--- config.mk ---
export PLATFORM = sky130hd
export DESIGN_NAME = wb_xbar_rr
export DESIGN_NICKNAME = d
export VERILOG_FILES = /design/src/rtl/wb_xbar_rr.sv
export SDC_FILE = /design/constraint.sdc
export NUM_CORES = 1
export LEC_CHECK = 0
export ABC_AREA = 0
export CAP_MARGIN = 10
export CORE_AREA = 2 2 220 222
export CTS_CLUSTER_SIZE = 14
export DETAILED_ROUTE_END_ITERATION = 6
export DIE_AREA = 0 0 222 224
export PLACE_DENSITY_LB_ADDON = 0.08
export SLEW_MARGIN = 25
export SYNTH_ARGS = -nofsm -noshare
export SYNTH_HDL_FRONTEND = slang
export SYNTH_SLANG_ARGS = --single-unit
--- constraint.sdc ---
create_clock -name clk_i -period 5.64 [get_ports clk_i]
set_input_delay 1.128 -clock clk_i [delete_from_list [all_inputs] [get_ports clk_i]]
set_output_delay 1.128 -clock clk_i [all_outputs]
set_load 0.1 [all_outputs]
--- src/rtl/wb_xbar_rr.sv ---
`timescale 1ns/1ps
// -----------------------------------------------------------------------------
// wb_xbar_rr -- Wishbone crossbar with one round-robin arbiter per slave port.
//
// Each master address is decoded against per-slave [start, end) windows. The
// lowest slave index wins on overlap. An address that hits no window goes to
// an internal default slave, which answers every strobe with a one-cycle err.
// Every slave has its own IDLE/OWNED arbiter, so different masters can reach
// different slaves in the same cycle. A grant is registered, which gives one
// cycle of arbitration latency. While a slave is owned, the owner's request
// goes to the slave with the address rebased to the window start. The slave's
// response goes to the owner and to no other master.
//
// Optional feature: define WB_XBAR_TIMEOUT_EN to add a per-slave watchdog.
// The watchdog aborts an owned transfer after TIMEOUT_CYC strobe cycles
// with no response, and returns err to the owner.
//
// Ports
//   clk_i, rstn_i           clock, asynchronous active-low reset
//   sstart_addr_i           per-slave window start (inclusive), N_SLAVE*AW
//   send_addr_i             per-slave window end (exclusive),   N_SLAVE*AW
//   m_adr/dat/sel/we/cyc/stb/lock_i   master requests (flattened per master)
//   m_dat/ack/err/rty/gnt_o           master responses and grant indication
//   s_adr/dat/sel/we/cyc/stb_o        slave requests (flattened per slave)
//   s_dat/ack/err/rty_i               slave responses
// -----------------------------------------------------------------------------
module wb_xbar_rr #(
  parameter int N_MASTER    = 2,
  parameter int N_SLAVE     = 2,
  parameter int AW          = 32,
  parameter int DW          = 32,
  parameter int TIMEOUT_CYC = 255
) (
  input  logic                     clk_i,
  input  logic                     rstn_i,
  input  logic [N_SLAVE*AW-1:0]    sstart_addr_i,
  input  logic [N_SLAVE*AW-1:0]    send_addr_i,
  input  logic [N_MASTER*AW-1:0]   m_adr_i,
  input  logic [N_MASTER*DW-1:0]   m_dat_i,
  input  logic [N_MASTER*DW/8-1:0] m_sel_i,
  input  logic [N_MASTER-1:0]      m_we_i,
  input  logic [N_MASTER-1:0]      m_cyc_i,
  input  logic [N_MASTER-1:0]      m_stb_i,
  input  logic [N_MASTER-1:0]      m_lock_i,
  output logic [N_MASTER*DW-1:0]   m_dat_o,
  output logic [N_MASTER-1:0]      m_ack_o,
  output logic [N_MASTER-1:0]      m_err_o,
  output logic [N_MASTER-1:0]      m_rty_o,
  output logic [N_MASTER-1:0]      m_gnt_o,
  output logic [N_SLAVE*AW-1:0]    s_adr_o,
  output logic [N_SLAVE*DW-1:0]    s_dat_o,
  output logic [N_SLAVE*DW/8-1:0]  s_sel_o,
  output logic [N_SLAVE-1:0]       s_we_o,
  output logic [N_SLAVE-1:0]       s_cyc_o,
  output logic [N_SLAVE-1:0]       s_stb_o,
  input  logic [N_SLAVE*DW-1:0]    s_dat_i,
  input  logic [N_SLAVE-1:0]       s_ack_i,
  input  logic [N_SLAVE-1:0]       s_err_i,
  input  logic [N_SLAVE-1:0]       s_rty_i
);

  localparam int SW = DW / 8;
  localparam int MW = (N_MASTER > 1) ? $clog2(N_MASTER) : 1;

  typedef enum logic {ARB_IDLE = 1'b0, ARB_OWNED = 1'b1} arb_state_e;

  arb_state_e          state_q [N_SLAVE];
  arb_state_e          state_d [N_SLAVE];
  logic [MW-1:0]       owner_q [N_SLAVE];
  logic [MW-1:0]       owner_d [N_SLAVE];
  logic [MW-1:0]       ptr_q   [N_SLAVE];
  logic [MW-1:0]       ptr_d   [N_SLAVE];
  logic [N_SLAVE-1:0]  tmo_hit;
  logic [N_MASTER-1:0] dflt_err_q;
  logic                run_q;

  // Address decode: tgt[m] is one-hot on the hit slave, all-zero on a miss.
  logic [N_SLAVE-1:0]  tgt [N_MASTER];
  logic [N_MASTER-1:0] miss;

  always_comb begin
    for (int m = 0; m < N_MASTER; m++) begin
      tgt[m] = '0;
      // The loop runs downward so that the lowest matching slave is written last and wins.
      for (int k = N_SLAVE - 1; k >= 0; k--) begin
        if (m_adr_i[m*AW +: AW] >= sstart_addr_i[k*AW +: AW] &&
            m_adr_i[m*AW +: AW] <  send_addr_i[k*AW +: AW]) begin
          tgt[m]    = '0;
          tgt[m][k] = 1'b1;
        end
      end
      miss[m] = ~|tgt[m];
    end
  end

  // A master that holds a locked slave must not pick up a second slave.
  logic [N_MASTER-1:0] owns_any;
  logic [N_MASTER-1:0] locked;

  always_comb begin
    owns_any = '0;
    for (int k = 0; k < N_SLAVE; k++) begin
      if (state_q[k] == ARB_OWNED) owns_any[owner_q[k]] = 1'b1;
    end
    locked = owns_any & m_lock_i;
  end

  // Arbiter next state
  always_comb begin
    int   cand;
    int   o;
    logic found;
    for (int k = 0; k < N_SLAVE; k++) begin
      // NOTE: every combinational output gets a default before any branch; this prevents an inferred latch.
      state_d[k] = state_q[k];
      owner_d[k] = owner_q[k];
      ptr_d[k]   = ptr_q[k];
      found      = 1'b0;
      cand       = 0;
      o          = int'(owner_q[k]);
      unique case (state_q[k])
        ARB_IDLE: begin
          // Search starts one past the last winner and wraps modulo N_MASTER.
          for (int i = 1; i <= N_MASTER; i++) begin
            cand = (int'(ptr_q[k]) + i) % N_MASTER;
            if (!found && m_cyc_i[cand] && m_stb_i[cand] && tgt[cand][k] && !locked[cand]) begin
              found      = 1'b1;
              state_d[k] = ARB_OWNED;
              owner_d[k] = MW'(cand);
              ptr_d[k]   = MW'(cand);
            end
          end
        end
        ARB_OWNED: begin
          if (!m_cyc_i[o] ||
              (m_stb_i[o] && !tgt[o][k] && !m_lock_i[o]) ||
              tmo_hit[k]) begin
            state_d[k] = ARB_IDLE;
          end
        end
        default: state_d[k] = ARB_IDLE;
      endcase
    end
  end

  // State register
  always_ff @(posedge clk_i or negedge rstn_i) begin
    if (!rstn_i) begin
      for (int k = 0; k < N_SLAVE; k++) begin
        state_q[k] <= ARB_IDLE;
        owner_q[k] <= '0;
        ptr_q[k]   <= MW'(N_MASTER - 1);
      end
      dflt_err_q <= '0;
      run_q      <= 1'b0;
    end else begin
      // NOTE: state is written with non-blocking assignments, so every flop samples values from before the edge.
      for (int k = 0; k < N_SLAVE; k++) begin
        state_q[k] <= state_d[k];
        owner_q[k] <= owner_d[k];
        ptr_q[k]   <= ptr_d[k];
      end
      // Default slave: at most one err per strobe. A strobe held high therefore gives a 1/0 pulse train.
      dflt_err_q <= m_cyc_i & m_stb_i & miss & ~m_err_o;
      run_q      <= 1'b1;
    end
  end

`ifdef WB_XBAR_TIMEOUT_EN
  localparam int CW = $clog2(TIMEOUT_CYC + 1);
  logic [CW-1:0] tmo_cnt_q [N_SLAVE];

  always_comb begin
    for (int k = 0; k < N_SLAVE; k++) begin
      tmo_hit[k] = (state_q[k] == ARB_OWNED) && (tmo_cnt_q[k] == CW'(TIMEOUT_CYC));
    end
  end

  always_ff @(posedge clk_i or negedge rstn_i) begin
    if (!rstn_i) begin
      for (int k = 0; k < N_SLAVE; k++) tmo_cnt_q[k] <= '0;
    end else begin
      for (int k = 0; k < N_SLAVE; k++) begin
        if (state_q[k] != ARB_OWNED || state_d[k] == ARB_IDLE) tmo_cnt_q[k] <= '0;
        else if (s_ack_i[k] || s_err_i[k] || s_rty_i[k])       tmo_cnt_q[k] <= '0;
        else if (s_stb_o[k])                                   tmo_cnt_q[k] <= tmo_cnt_q[k] + CW'(1);
      end
    end
  end
`else
  // The watchdog is not built in. Its limit is still a legal parameter and is intentionally left unused.
  localparam int tmo_limit_unused = TIMEOUT_CYC;
  assign tmo_hit = '0;
`endif

  // Slave-side outputs: only an owned slave sees anything. A watchdog abort drops cyc and stb at once.
  always_comb begin
    int o;
    s_adr_o = '0;
    s_dat_o = '0;
    s_sel_o = '0;
    s_we_o  = '0;
    s_cyc_o = '0;
    s_stb_o = '0;
    for (int k = 0; k < N_SLAVE; k++) begin
      o = int'(owner_q[k]);
      if (state_q[k] == ARB_OWNED) begin
        s_adr_o[k*AW +: AW] = m_adr_i[o*AW +: AW] - sstart_addr_i[k*AW +: AW];
        s_dat_o[k*DW +: DW] = m_dat_i[o*DW +: DW];
        s_sel_o[k*SW +: SW] = m_sel_i[o*SW +: SW];
        s_we_o[k]           = m_we_i[o];
        s_cyc_o[k]          = m_cyc_i[o] & ~tmo_hit[k];
        s_stb_o[k]          = m_stb_i[o] & ~tmo_hit[k];
      end
    end
  end

  // Master-side outputs. A response is routed only while its arbiter is OWNED, so a late ack from a released slave is dropped.
  always_comb begin
    int o;
    m_dat_o = '0;
    m_ack_o = '0;
    m_err_o = '0;
    m_rty_o = '0;
    m_gnt_o = '0;
    for (int k = 0; k < N_SLAVE; k++) begin
      o = int'(owner_q[k]);
      if (state_q[k] == ARB_OWNED) begin
        m_dat_o[o*DW +: DW] = s_dat_i[k*DW +: DW];
        m_ack_o[o]          = s_ack_i[k];
        m_err_o[o]          = s_err_i[k] | tmo_hit[k];
        m_rty_o[o]          = s_rty_i[k];
        m_gnt_o[o]          = 1'b1;
      end
    end
    m_err_o = m_err_o | dflt_err_q;
    // Service by the default slave counts as a grant once the block is out of reset.
    m_gnt_o = m_gnt_o | (m_cyc_i & m_stb_i & miss & {N_MASTER{run_q}});
  end

endmodule

==> flow_summary.toml <==
[yosys]
synthXorXnorAreaFrac = 0.03906
synth_compound_area_frac = 0.2620
synthSimpleGateAreaFrac = 0.1686
synth_area_per_cell_um2 = 7.703
ys_seq_area_frac = 0.01881
synth_area_leader_cell = "ha_1"
synth_top_family_by_area = "adder cells"
yosys.cell_types.count = 78
synth_fa_ha_area_frac = 0.3278
synth.most_common_cell = "ha_1"
yosys_most_used_dff = "dfrtp_1"
yosysWarnings = 0
synth_area_leaders = "ha_1, mux2i_1, mux2_2, a21o_1, a22o_1"
synth_cells = 1572
syn_nets = 2232
ys_seq_elements = 9
synth.area.mux_share = 0.1236
synth_top_area_share = 0.3244
synth_edf_count = 0
synth_area_um2 = 12110
ys_async_sr_fraction = 1.000
synth_common_cells = "ha_1, inv_1, nor2_1, a21oi_1, a21o_1"

[finish]
area_growth_pct = 64.82
fillers = 4881
final_area_um2 = 19960
utilization = 0.4215
fin_nets = 2875
drive_above_1_share = 0.1847

[critical_path]
cpPeakStageDelay_ps = 440
startpoint_type = "primary input"
end_kind = "output port"
path_max_fanout = 4
critPathLaunch = "m_adr_i[43]"
rr_endpoint = "state_q[1]"
cp-endpoint = "s_adr_o[28]"
path_common_cell = "buf_4"
required_ps = 4510
critPathKind = "in2out"
slowest_stage = "clkdlybuf4s50_1"
r2r-start = "owner_q[0]"
worstPathArrival_ps = 4370
ff2ff_path_depth = 9
cp_cell_sequence = "clkdlybuf4s50_1 -> mux2_2 -> ha_4 -> nand2_1 -> o21ai_2 -> a2111o_1 -> a31oi_1 -> buf_4 -> o211a_4 -> o31ai_4 -> a31oi_2 -> buf_4 -> and4b_1 -> or3_4 -> buf_12"
rrSetupSlack_ps = 2420

[cts]
cts_tree = "built"
cts_sinks = 9
clk_pin_slew_ps = 40
cts_buffers = 3
clock_latency_ps = 230
clock_path_buffers = 2
clockRootBuffer = "clkbuf_16"
htree_num_levels = 1

[pwr]
leakage_nw = 9.723
vdd_drop_max_mv = 0.1919
p_per_area_nw_per_um2 = 314.7
finalPower_w = 0.006281

[route]
wl_per_cell_um = 21.38
drt-initial-drc-count = 758
drt-total-wl_mm = 60.56
drcViolationCount = 0
vias = 14411
first_pass_iters = 5
drtAntennaViolNets = 0
vias_per_cell = 5.089

[sta]
grt_setup_unrepaired = "no"
fin_crit_ps = 5494
finalMaxSlewViolations = 0
max_slew.worst_pin.slew_ps = 1108
setup_tns_ps = 0
fmax_ghz = 0.1820
hold_viol_final = 0
skew_ps = 1.487
setup_slack_ps = 146.2
max_slew_margin = 0.2587
finalSetupViolCount = 0
fin_crit_sh = 0.9741

[global_routing]
antenna_found_initial = 10
grt_pass1_vias = 14669
grt.total_usage = 0.2313
grt_pass1_wl_mm = 89.39
grt_max_degree = 46
grt_overflow_total = 0

[placement]
post-place-ws_ps = -264.4
place_area_um2 = 19620
numPortBuffers = 557
hpwl_mm = 53.33
place_congestion = 0.9252

[min_path]
hold_path_class = "reg2reg"
min-delay-start = "ptr_q[1]"

[job]
cap_viol_max_count = 0

[status]
status = "finished clean"

[floorplan]
row_count = 80
core_area_um2 = 47350
start_util = 0.2558
ios = 558
dieArea_um2 = 49730
die_y_um = 224
die_w_um = 222
==> registers in the layout (all words and copies together) (netlist names) <==
signal	count
state_q	2
owner_q	2
dflt_err_q	2
ptr_q	2
run_q	1
==> report_power, final <==
part | switching [W] | internal [W]
clock network | 0.0000317 | 0.0000946
logic | 0.00378 | 0.00220
registers | 0.0000852 | 0.0000937
total | 0.00389 | 0.00239
==> repair_timing <==
action | in CTS | in global routing
setup endpoints to repair | 11 | 20
setup buffers | 2 | 1
hold buffers | 0 | 0
resized for setup | 13 | 41
pin swaps | 9 | 20
==> critical path, delay by kind of cell <==
family / cells / cell delay (ps)
simple gates: 3 / 650
buf+inv: 4 / 920
compound gates: 6 / 1050
fa+ha+maj: 1 / 290
mux: 1 / 310
==> routing by layer <==
layer	part of all wire	routed length, um	vias to the layer above	global-route usage
met5	0.0015	88	-	0
met4	0.013	798	14	0.03008
met3	0.064	3882	48	0.04709
met2	0.46	27900	427	0.3933
met1	0.46	27890	6741	0.3081
li1	-	-	7181	-
==> placed cells by master (no fill, tap or decap), drive strengths merged, types with 6 or more instances in the layout <==
| cell type | count |
|---|---|
| dfrtp | 7 |
| a211oi | 16 |
| buf | 276 |
| nor2b | 51 |
| nand4 | 42 |
| o21ai | 70 |
| a31oi | 16 |
| nor2 | 129 |
| nand2 | 57 |
| inv | 145 |
| or2 | 7 |
| or3 | 8 |
| a2111oi | 6 |
| a22o | 68 |
| xor2 | 23 |
| clkdlybuf4s50 | 390 |
| nand2b | 14 |
| o21a | 10 |
| ha | 314 |
| and3 | 7 |
| a211o | 7 |
| a21oi | 109 |
| o211ai | 14 |
| a41oi | 6 |
| nor4 | 11 |
| o21bai | 9 |
| nor3 | 24 |
| a21o | 86 |
| dlymetal6s2s | 16 |
| mux2i | 82 |
| xnor2 | 31 |
| and2 | 15 |
| mux2 | 60 |
| nand3 | 18 |
==> how the worst min path moves through the flow <==
stage / endpoint / cells past startpoint
2_1_floorplan: ptr_q[1] / 2
3_5_place_dp: ptr_q[1] / 2
3_3_place_gp: ptr_q[1] / 2
6_report: ptr_q[1] / 2
5_1_grt: ptr_q[1] / 2
4_1_cts: ptr_q[1] / 2
==> cells by family after synthesis <==
kind of cell | Yosys count
AOI/OAI and AO/OA | 458
and+or+nand+nor | 399
adders and majority gates | 316
buffers and inverters | 193
muxes | 142
xor gates and xnor gates | 54
DFF | 9
other | 1
==> final cells by class <==
type	instances	area, um^2	share of cell area
Multi-Input combinational cell	1370	11420	0.5723
Timing Repair Buffer	686	6900	0.3457
Tap cell	615	769.5	0.03856
Inverter	145	544.3	0.02727
Sequential cell	9	236.5	0.01185
Clock buffer	4	78.83	0.003950
Antenna cell	3	7.507	0.0003762
==> metrics by stage <==
stage / hold slack [ps] / instances
6_report: 499.5 / 2832
5_1_grt: 516.3 / 2829
4_1_cts: 495.9 / 2828
3_5_place_dp: 486.1 / 2822
3_3_place_gp: 474.0 / 2822
2_1_floorplan: 465.0 / 1572
(Power assumes the default switching activity.)
